### src/rtl/alu_exec_unit.sv
// Execute-stage ALU with valid/ready operand and result handshakes.
// Logic/arith ops take one cycle; shifts iterate one bit per cycle.
//
// state    | meaning
// ---------+-----------------------------------------------------------
// ST_IDLE  | waiting for operands, in_ready high
// ST_SHIFT | iterative shifter running, cnt_q = shifts still to apply
// ST_DONE  | result/zero held, out_valid high until out_ready
module alu_exec_unit #(
  parameter int WIDTH = 32
) (
  input  logic             clk,
  input  logic             reset,
  input  logic             in_valid,
  output logic             in_ready,
  input  logic [2:0]       alu_control,
  input  logic             sra_sel,
  input  logic             unsigned_sel,
  input  logic [WIDTH-1:0] src_a,
  input  logic [WIDTH-1:0] src_b,
  output logic             out_valid,
  input  logic             out_ready,
  output logic [WIDTH-1:0] result,
  output logic             zero,
  output logic             busy
);

  localparam int SHAMT_W = $clog2(WIDTH);

  localparam logic [1:0] ST_IDLE  = 2'd0;
  localparam logic [1:0] ST_SHIFT = 2'd1;
  localparam logic [1:0] ST_DONE  = 2'd2;

  localparam logic [2:0] OP_ADD = 3'b000;
  localparam logic [2:0] OP_SUB = 3'b001;
  localparam logic [2:0] OP_AND = 3'b010;
  localparam logic [2:0] OP_OR  = 3'b011;
  localparam logic [2:0] OP_SLL = 3'b100;
  localparam logic [2:0] OP_SLT = 3'b101;
  localparam logic [2:0] OP_SRX = 3'b110;
  localparam logic [2:0] OP_XOR = 3'b111;

  logic [1:0]         state_q, state_d;
  logic [WIDTH-1:0]   result_q, result_d;
  logic               zero_q, zero_d;
  logic [SHAMT_W-1:0] cnt_q, cnt_d;
  logic               shl_q, shl_d;
  logic               arith_q, arith_d;

  logic               accept;
  logic [SHAMT_W-1:0] shamt;
  logic               is_shift;
  logic               in_left;
  logic               in_arith;
  logic               lt;
  logic [WIDTH-1:0]   alu_res;

  function automatic logic [WIDTH-1:0] shift1(input logic [WIDTH-1:0] v,
                                              input logic left,
                                              input logic arith);
    if (left) begin
      return {v[WIDTH-2:0], 1'b0};
    end
    return {arith ? v[WIDTH-1] : 1'b0, v[WIDTH-1:1]};
  endfunction

  assign in_ready  = (state_q == ST_IDLE);
  assign out_valid = (state_q == ST_DONE);
  assign busy      = (state_q == ST_SHIFT) || (state_q == ST_DONE);
  assign result    = result_q;
  assign zero      = zero_q;

  assign accept   = in_valid && in_ready;
  assign shamt    = src_b[SHAMT_W-1:0];
  assign is_shift = (alu_control == OP_SLL) || (alu_control == OP_SRX);
  assign in_left  = (alu_control == OP_SLL);
  assign in_arith = (alu_control == OP_SRX) && sra_sel;
  assign lt       = unsigned_sel ? (src_a < src_b) : ($signed(src_a) < $signed(src_b));

  always_comb begin
    alu_res = src_a;
    case (alu_control)
      OP_ADD:  alu_res = src_a + src_b;
      OP_SUB:  alu_res = src_a - src_b;
      OP_AND:  alu_res = src_a & src_b;
      OP_OR:   alu_res = src_a | src_b;
      OP_SLT:  alu_res = {{(WIDTH-1){1'b0}}, lt};
      OP_XOR:  alu_res = src_a ^ src_b;
      default: alu_res = src_a;
    endcase
  end

  // The first shift is applied in the accept cycle, so an N-bit shift
  // presents out_valid N cycles after accept, matching 1-cycle ops at N=1.
  always_comb begin
    state_d  = state_q;
    result_d = result_q;
    zero_d   = zero_q;
    cnt_d    = cnt_q;
    shl_d    = shl_q;
    arith_d  = arith_q;
    case (state_q)
      ST_IDLE: begin
        if (accept) begin
          shl_d   = in_left;
          arith_d = in_arith;
          if (!is_shift) begin
            result_d = alu_res;
            state_d  = ST_DONE;
          end else if (shamt == '0) begin
            result_d = src_a;
            state_d  = ST_DONE;
          end else begin
            result_d = shift1(src_a, in_left, in_arith);
            cnt_d    = shamt - SHAMT_W'(1);
            state_d  = (shamt == SHAMT_W'(1)) ? ST_DONE : ST_SHIFT;
          end
        end
      end
      ST_SHIFT: begin
        result_d = shift1(result_q, shl_q, arith_q);
        cnt_d    = cnt_q - SHAMT_W'(1);
        if (cnt_q == SHAMT_W'(1)) begin
          state_d = ST_DONE;
        end
      end
      ST_DONE: begin
        if (out_ready) begin
          state_d = ST_IDLE;
        end
      end
      default: state_d = ST_IDLE;
    endcase
    if ((state_d == ST_DONE) && (state_q != ST_DONE)) begin
      zero_d = (result_d == '0);
    end
  end

  always_ff @(posedge clk or posedge reset) begin
    if (reset) begin
      state_q  <= ST_IDLE;
      result_q <= '0;
      zero_q   <= 1'b0;
      cnt_q    <= '0;
      shl_q    <= 1'b0;
      arith_q  <= 1'b0;
    end else begin
      state_q  <= state_d;
      result_q <= result_d;
      zero_q   <= zero_d;
      cnt_q    <= cnt_d;
      shl_q    <= shl_d;
      arith_q  <= arith_d;
    end
  end

endmodule
### config.mk
export PLATFORM = sky130hd
export DESIGN_NAME = alu_exec_unit
export DESIGN_NICKNAME = d
export VERILOG_FILES = /design/src/rtl/alu_exec_unit.sv
export SDC_FILE = /design/constraint.sdc
export NUM_CORES = 1
export LEC_CHECK = 0
export ABC_AREA = 1
export CORE_ASPECT_RATIO = 2
export CORE_MARGIN = 5
export CORE_UTILIZATION = 50
export CTS_BUF_LIST = sky130_fd_sc_hd__clkbuf_16
export DETAILED_ROUTE_END_ITERATION = 12
export PLACE_DENSITY = 0.72
export SLEW_MARGIN = 20
export SYNTH_ARGS = -nofsm -noshare
export SYNTH_HDL_FRONTEND = slang
export SYNTH_SLANG_ARGS = --single-unit
### constraint.sdc
create_clock -name clk -period 3.55 [get_ports clk]
set_input_delay 0.355 -clock clk [delete_from_list [all_inputs] [get_ports clk]]
set_output_delay 0.355 -clock clk [all_outputs]
set_load 0.005 [all_outputs]
-- Word-level counts from Yosys, hierarchy flattened
Index checks and enable logic that the tools add are counted.
- bits in registers: 42
- input port bits: 73
- output and inout port bits: 36
- logic and storage cells: 73
- add/subtract/negate cells: 4
- $lt $le $gt $ge: 2
- equal/unequal tests: 16
- multiplexer cells: 30
- bitwise logic cells: 3
- reduce and logical (&&, ||, !) cells: 12
- operator list (cell ; count):
    2-to-1 mux 32 bit ; 7
    case mux 32 bit (6 select lines) ; 1
    less-than comparator 32 bit ; 2
    case mux 32 bit (2 select lines) ; 1
    adder 32 bit ; 1
    AND 32 bit ; 1
    zero test 32 bit ; 1
    OR 32 bit ; 1
    subtractor 32 bit ; 1
    XOR 32 bit ; 1
    2-to-1 mux 5 bit ; 3
    equality test 3 bit (second input constant) ; 4
    2-to-1 mux 2 bit ; 6
    equality test 5 x 1 -> 1 bit (second input constant) ; 2
    2-to-1 mux 1 bit ; 10
    case mux 5 bit (2 select lines) ; 1
    subtractor 5 x 1 -> 5 bit (second input constant) ; 2
    equality test 3 x 2 -> 1 bit (second input constant) ; 2
    case mux 2 bit (3 select lines) ; 1
    zero test 5 bit ; 1
    equality test 2 bit (second input constant) ; 2
    inequality test 2 x 1 -> 1 bit (second input constant) ; 2
    inequality test 2 bit (second input constant) ; 2
    AND reduction 4 bit ; 1
    other kinds (8) ; 11

-- Logic depth before layout (Yosys ltp)
Gate-level depths: netlist (run 1).
- depth in word-level cells: 12
- depth in mapped cells: 25
- depth with buffers taken out: 24

-- Worst setup path after synthesis (run 1)
OpenSTA, ideal clock, no wires.
- kind: input -> register
- from: in src_a[0]
- to: reg zero_q (netlist: zero)
- library setup time: 0.065 ns
- arrival: 2.329 ns
- slack: 1.156 ns
- stages: 20
- buffers on the path: 0
- path through: inv_1 ha_1 fa_1 inv_1 nand2_1 nand3_1 nand2_1 nand2_1 nand2_1 nand2_1 nand2_1 nand3_1 nand3_1 o21ai_1 nand3_1 nor2_1 nand3_1 nor2_1 nand4_1 nand2_1
- elaborated cells on any way between the ends: 16
- those cells by class: add/sub (2); order compare (2); mux (8); bitwise (3); reduce/logical (1)
- RTL lines (what ; RTL line ; source):
    from (decl) ; 19 ; input logic [WIDTH-1:0] src_a,
    subtractor 32 bit or adder 32 bit (tied branches) ; 84, 83 ;
    case mux 32 bit (6 select lines) (*) ; 82 ; case (alu_control)
    2-to-1 mux 32 bit (*) ; 107 ; if (!is_shift) begin
    2-to-1 mux 32 bit (*) ; 104 ; if (accept) begin
    case mux 32 bit (2 select lines) (*) ; 102 ; case (state_q)
    named net result_d[16] ; 44 ; logic [WIDTH-1:0] result_q, result_d;
    zero test 32 bit (*) ; 135 ; zero_d = (result_d == '0);
    to (signal assigned) ; 150 ; zero_q <= zero_d;
    to (decl) ; 45 ; logic zero_q, zero_d;
Mark *: on every way through the listed nets, which the timed path passes. The rest lies on a longest branch. The select of a mux whose other input is x is not followed.
A chain may end at the register's enable or synchronous reset.

-- Worst setup path after layout (run 1)
- from: in src_a[22]
- to: reg zero_q (netlist: zero)
The elaborated chain is that of the path after synthesis.

==> out/metrics.csv, run 1 <==
metric,value,unit
status,"finished, final reports clean",
post-layout min period,3.45,ns
syn_area_per_cell,5.33,um2
xor/xnor share of the synthesized area,0.173,%
Comb pwr share,72.0,%
Slew headroom,52.4,%
Seq cells post-synth,42,
internal cell power,2450,uW
cts bufs inserted,5,
"Cell Area, Placed",12900,um2
RSZ-0062 raised after global routing,no,
post-synth top area cell,nand2_1,
area grow syn2layout,29.6,%
wire length per cell,20.5,um
worst-skew pair later-pin latency,0.30,ns
post-route design area,13100,um2
Tot GR Track Use,41.3,%
Unique masters post-synth,40,
net switching power,2720,uW
clock group share of total power,9.1,%
gr ovfl total,0,
CP startpoint kind,primary input,
ranking of synthesized cells by area,"nand2_1 21%, ha_1 13%, inv_1 12%",
# DRC,0,
Initial Util,50.9,%
Post-Synthesis Cell Area,10100,um2
CORE AREA,19900,um2
root buffer cell,clkbuf_16,
CTS tree,done,
largest family of logic cells by synthesized area,simple AND/OR/NAND/NOR gates,
initial antenna violation count,0,
R2R setup slack,0.78,ns
Peak VDD IR,0.473,mV
die height,211,um
row cnt,73,
fmax,290,MHz
post-DP HPWL,40500,um
NumNets Final,2339,
routed vias/inst,5.90,
crit path DAT,3.69,ns
largest net degree at the start of global routing,55,
"Period Utilization, post-route",97.3,%
Syn Inst Count,1904,
top-area cell type share of the netlist area,21.1,%
Compound-Gate Fraction of Synth Area,19.7,%
leakage power,0.00726,uW
initial DRC count,1647,
IO Port Bufs,108,
htree depth,2,
DRT Wirelength,49700,um
Final Max Slew Viols,0,
CTS max path bufs,2,
Layout Skew,0.00561,ns
"leading cell types in the layout, fill and taps excluded","563 x nand2_1, 334 x inv_1, 212 x buf_4, 161 x nor2_1, 154 x a21oi_1",
adder-cell share of the synthesized area,13.2,%
DIE WIDTH,111,um
Via Count,14300,
worst hold path type,in -> async,
io pins,109,
top_reg_cell synth,dfrtp_1,
Num Clock Sinks,42,
first drt pass iteration count,6,
clock-pin slew on the worst setup and hold paths,0.07,ns
Post-DRT Antenna Nets,0,
first-pass GRT wire length,76200,um
async set-reset flop share out of synthesis,100,%
Post-Synth Simple-Gate Area,40.1,%
die area,23400,um2
element type at the critical path end,flip-flop,
Final Hold Viols,0,
PD cells,393,nW/um2
peak fanout along the critical path,5,
Sw Share,52.6,%
max-cap violation count,0,
"Seq/Total Area, Yosys",10.4,%
syn nets,2083,
sequential power share,18.9,%
Final setup viols,0,
n_diodes,0,
layout cells sized above 1,12.8,%
Required @ worst endpoint,3.79,ns
GPL Wtd Cong,1.08,
"most common cell after layout, fill and taps aside",nand2_1,
multiplexer share of the synthesized area,0,%
Post-Route Utilization,66.0,%
Slew @ Worst Pin,0.713,ns
vias in the first global route,14300,
Post-synth EDFFs,0,
WS Path Type,in -> reg,
synth warn,0,
==> worst max-delay path, cell delays in order <==
cell	delay [ns]
clkdlybuf4s50_1	0.52
inv_1	0.07
ha_1	0.36
buf_4	0.16
buf_4	0.14
o21ai_0	0.51
a21oi_1	0.22
nand2_1	0.12
a21oi_1	0.06
nand2_1	0.06
nand2_1	0.05
nand3_1	0.07
nand3_1	0.12
nand2_1	0.14
nand2_1	0.07
nand2_1	0.09
nand2_1	0.09
nor2_1	0.14
nand2_1	0.07
nor2_1	0.11
nand4_1	0.09
nand2_1	0.08
==> cell type report <==
type / count / area (um2)
clock buffer: 5 / 125
clock inverter: 3 / 16.3
fill: 1933 / 6770
inverter: 344 / 1290
multi-input combinational: 1441 / 7540
sequential: 42 / 1050
tap: 262 / 328
timing repair buffer: 326 / 2790
==> synthesized netlist by cell type (3+ instances only) <==
library cell and count:
buf_1 3, o21ai_1 7, nand3b_1 3, buf_6 3, o22ai_1 26, buf_2 34, a21oi_1 155, and2_1 6
nand3_1 143, nor4_1 5, buf_4 5, nand4_1 29, clkinv_1 4, nor3_2 4, dfrtp_1 42, clkbuf_1 32
o221ai_1 12, nand2_1 569, o31ai_1 4, nor3_1 24, o211ai_1 12, a211oi_1 9, nand3_2 4, a31oi_1 8
nor2_1 168, o21bai_1 11, and3_1 6, nand2_2 8, o21ai_0 112, inv_1 337, inv_2 3, ha_1 104
==> per-layer routing <==
layer / up-vias / part of all wire [%] / global-route usage, %
met5: - / 0 / 0
met4: 0 / 11 / 36.6
met3: 345 / 8.1 / 5.58
met2: 957 / 48 / 72.7
met1: 6392 / 33 / 42.3
li1: 6594 / - / -
==> logic make-up after synthesis <==
| family | Yosys count |
|---|---|
| simple gates | 972 |
| buf+inv | 421 |
| compound gates | 361 |
| fa+ha+maj | 106 |
| flops | 42 |
| xor+xnor | 2 |
==> power groups by stage <==
stage | logic [uW] | clock network [uW] | registers [uW]
finish | 3720 | 473 | 975
detailed placement | 3540 | 0 | 962
global placement | 3440 | 0 | 952
global route | 4030 | 475 | 994
floorplan | 1920 | 0 | 919
CTS | 3580 | 469 | 956
==> state kept, by name (all words and copies together) (netlist names) <==
signal,flops
state_q,2
shl_q,1
result,32
arith_q,1
zero,1
cnt_q,5
==> through the flow <==
step                power, uW  TNS [ns]  hold WS [ns]  std cells  setup slack (ns)
CTS                      5000         0         0.496       2423            0.0990
global route             5500         0         0.524       2423           0.00243
floorplan                2840         0         0.453       1904              1.16
detailed placement       4500    -0.247         0.488       2415            -0.247
global placement         4390    -0.156         0.471       2415            -0.156
finish                   5170         0         0.474       2423            0.0959
==> final timing paths <==
check | cells past startpoint | to | from
worst max-delay path | 22 | zero$_DFFE_PP0P_ | src_a[22]
worst min-delay path | 3 | result[22]$_DFF_PP0_ | reset
worst max register to register | 13 | zero$_DFFE_PP0P_ | state_q[0]$_DFF_PP0_
worst min register to register | 2 | arith_q$_DFFE_PP0P_ | arith_q$_DFFE_PP0P_
max in group asynchronous | 3 | cnt_q[0]$_DFFE_PP0P_ | reset
min in group clk | 2 | arith_q$_DFFE_PP0P_ | arith_q$_DFFE_PP0P_
==> repair_timing <==
action,4_1_cts,5_1_grt
gates resized for setup,1,27
pin swaps,0,1
hold buffers,0,0
setup endpoints to repair,1,1
cloned,0,0
buffers inserted,0,0
Power figures use the tool's default switching activity.
==> inputs of run 2 (changes only) <==
HOLD_SLACK_MARGIN = 0.02   (was not set)
==> results of run 2 <==
The final DEF is identical to that of run 1; final timing and power are the same.
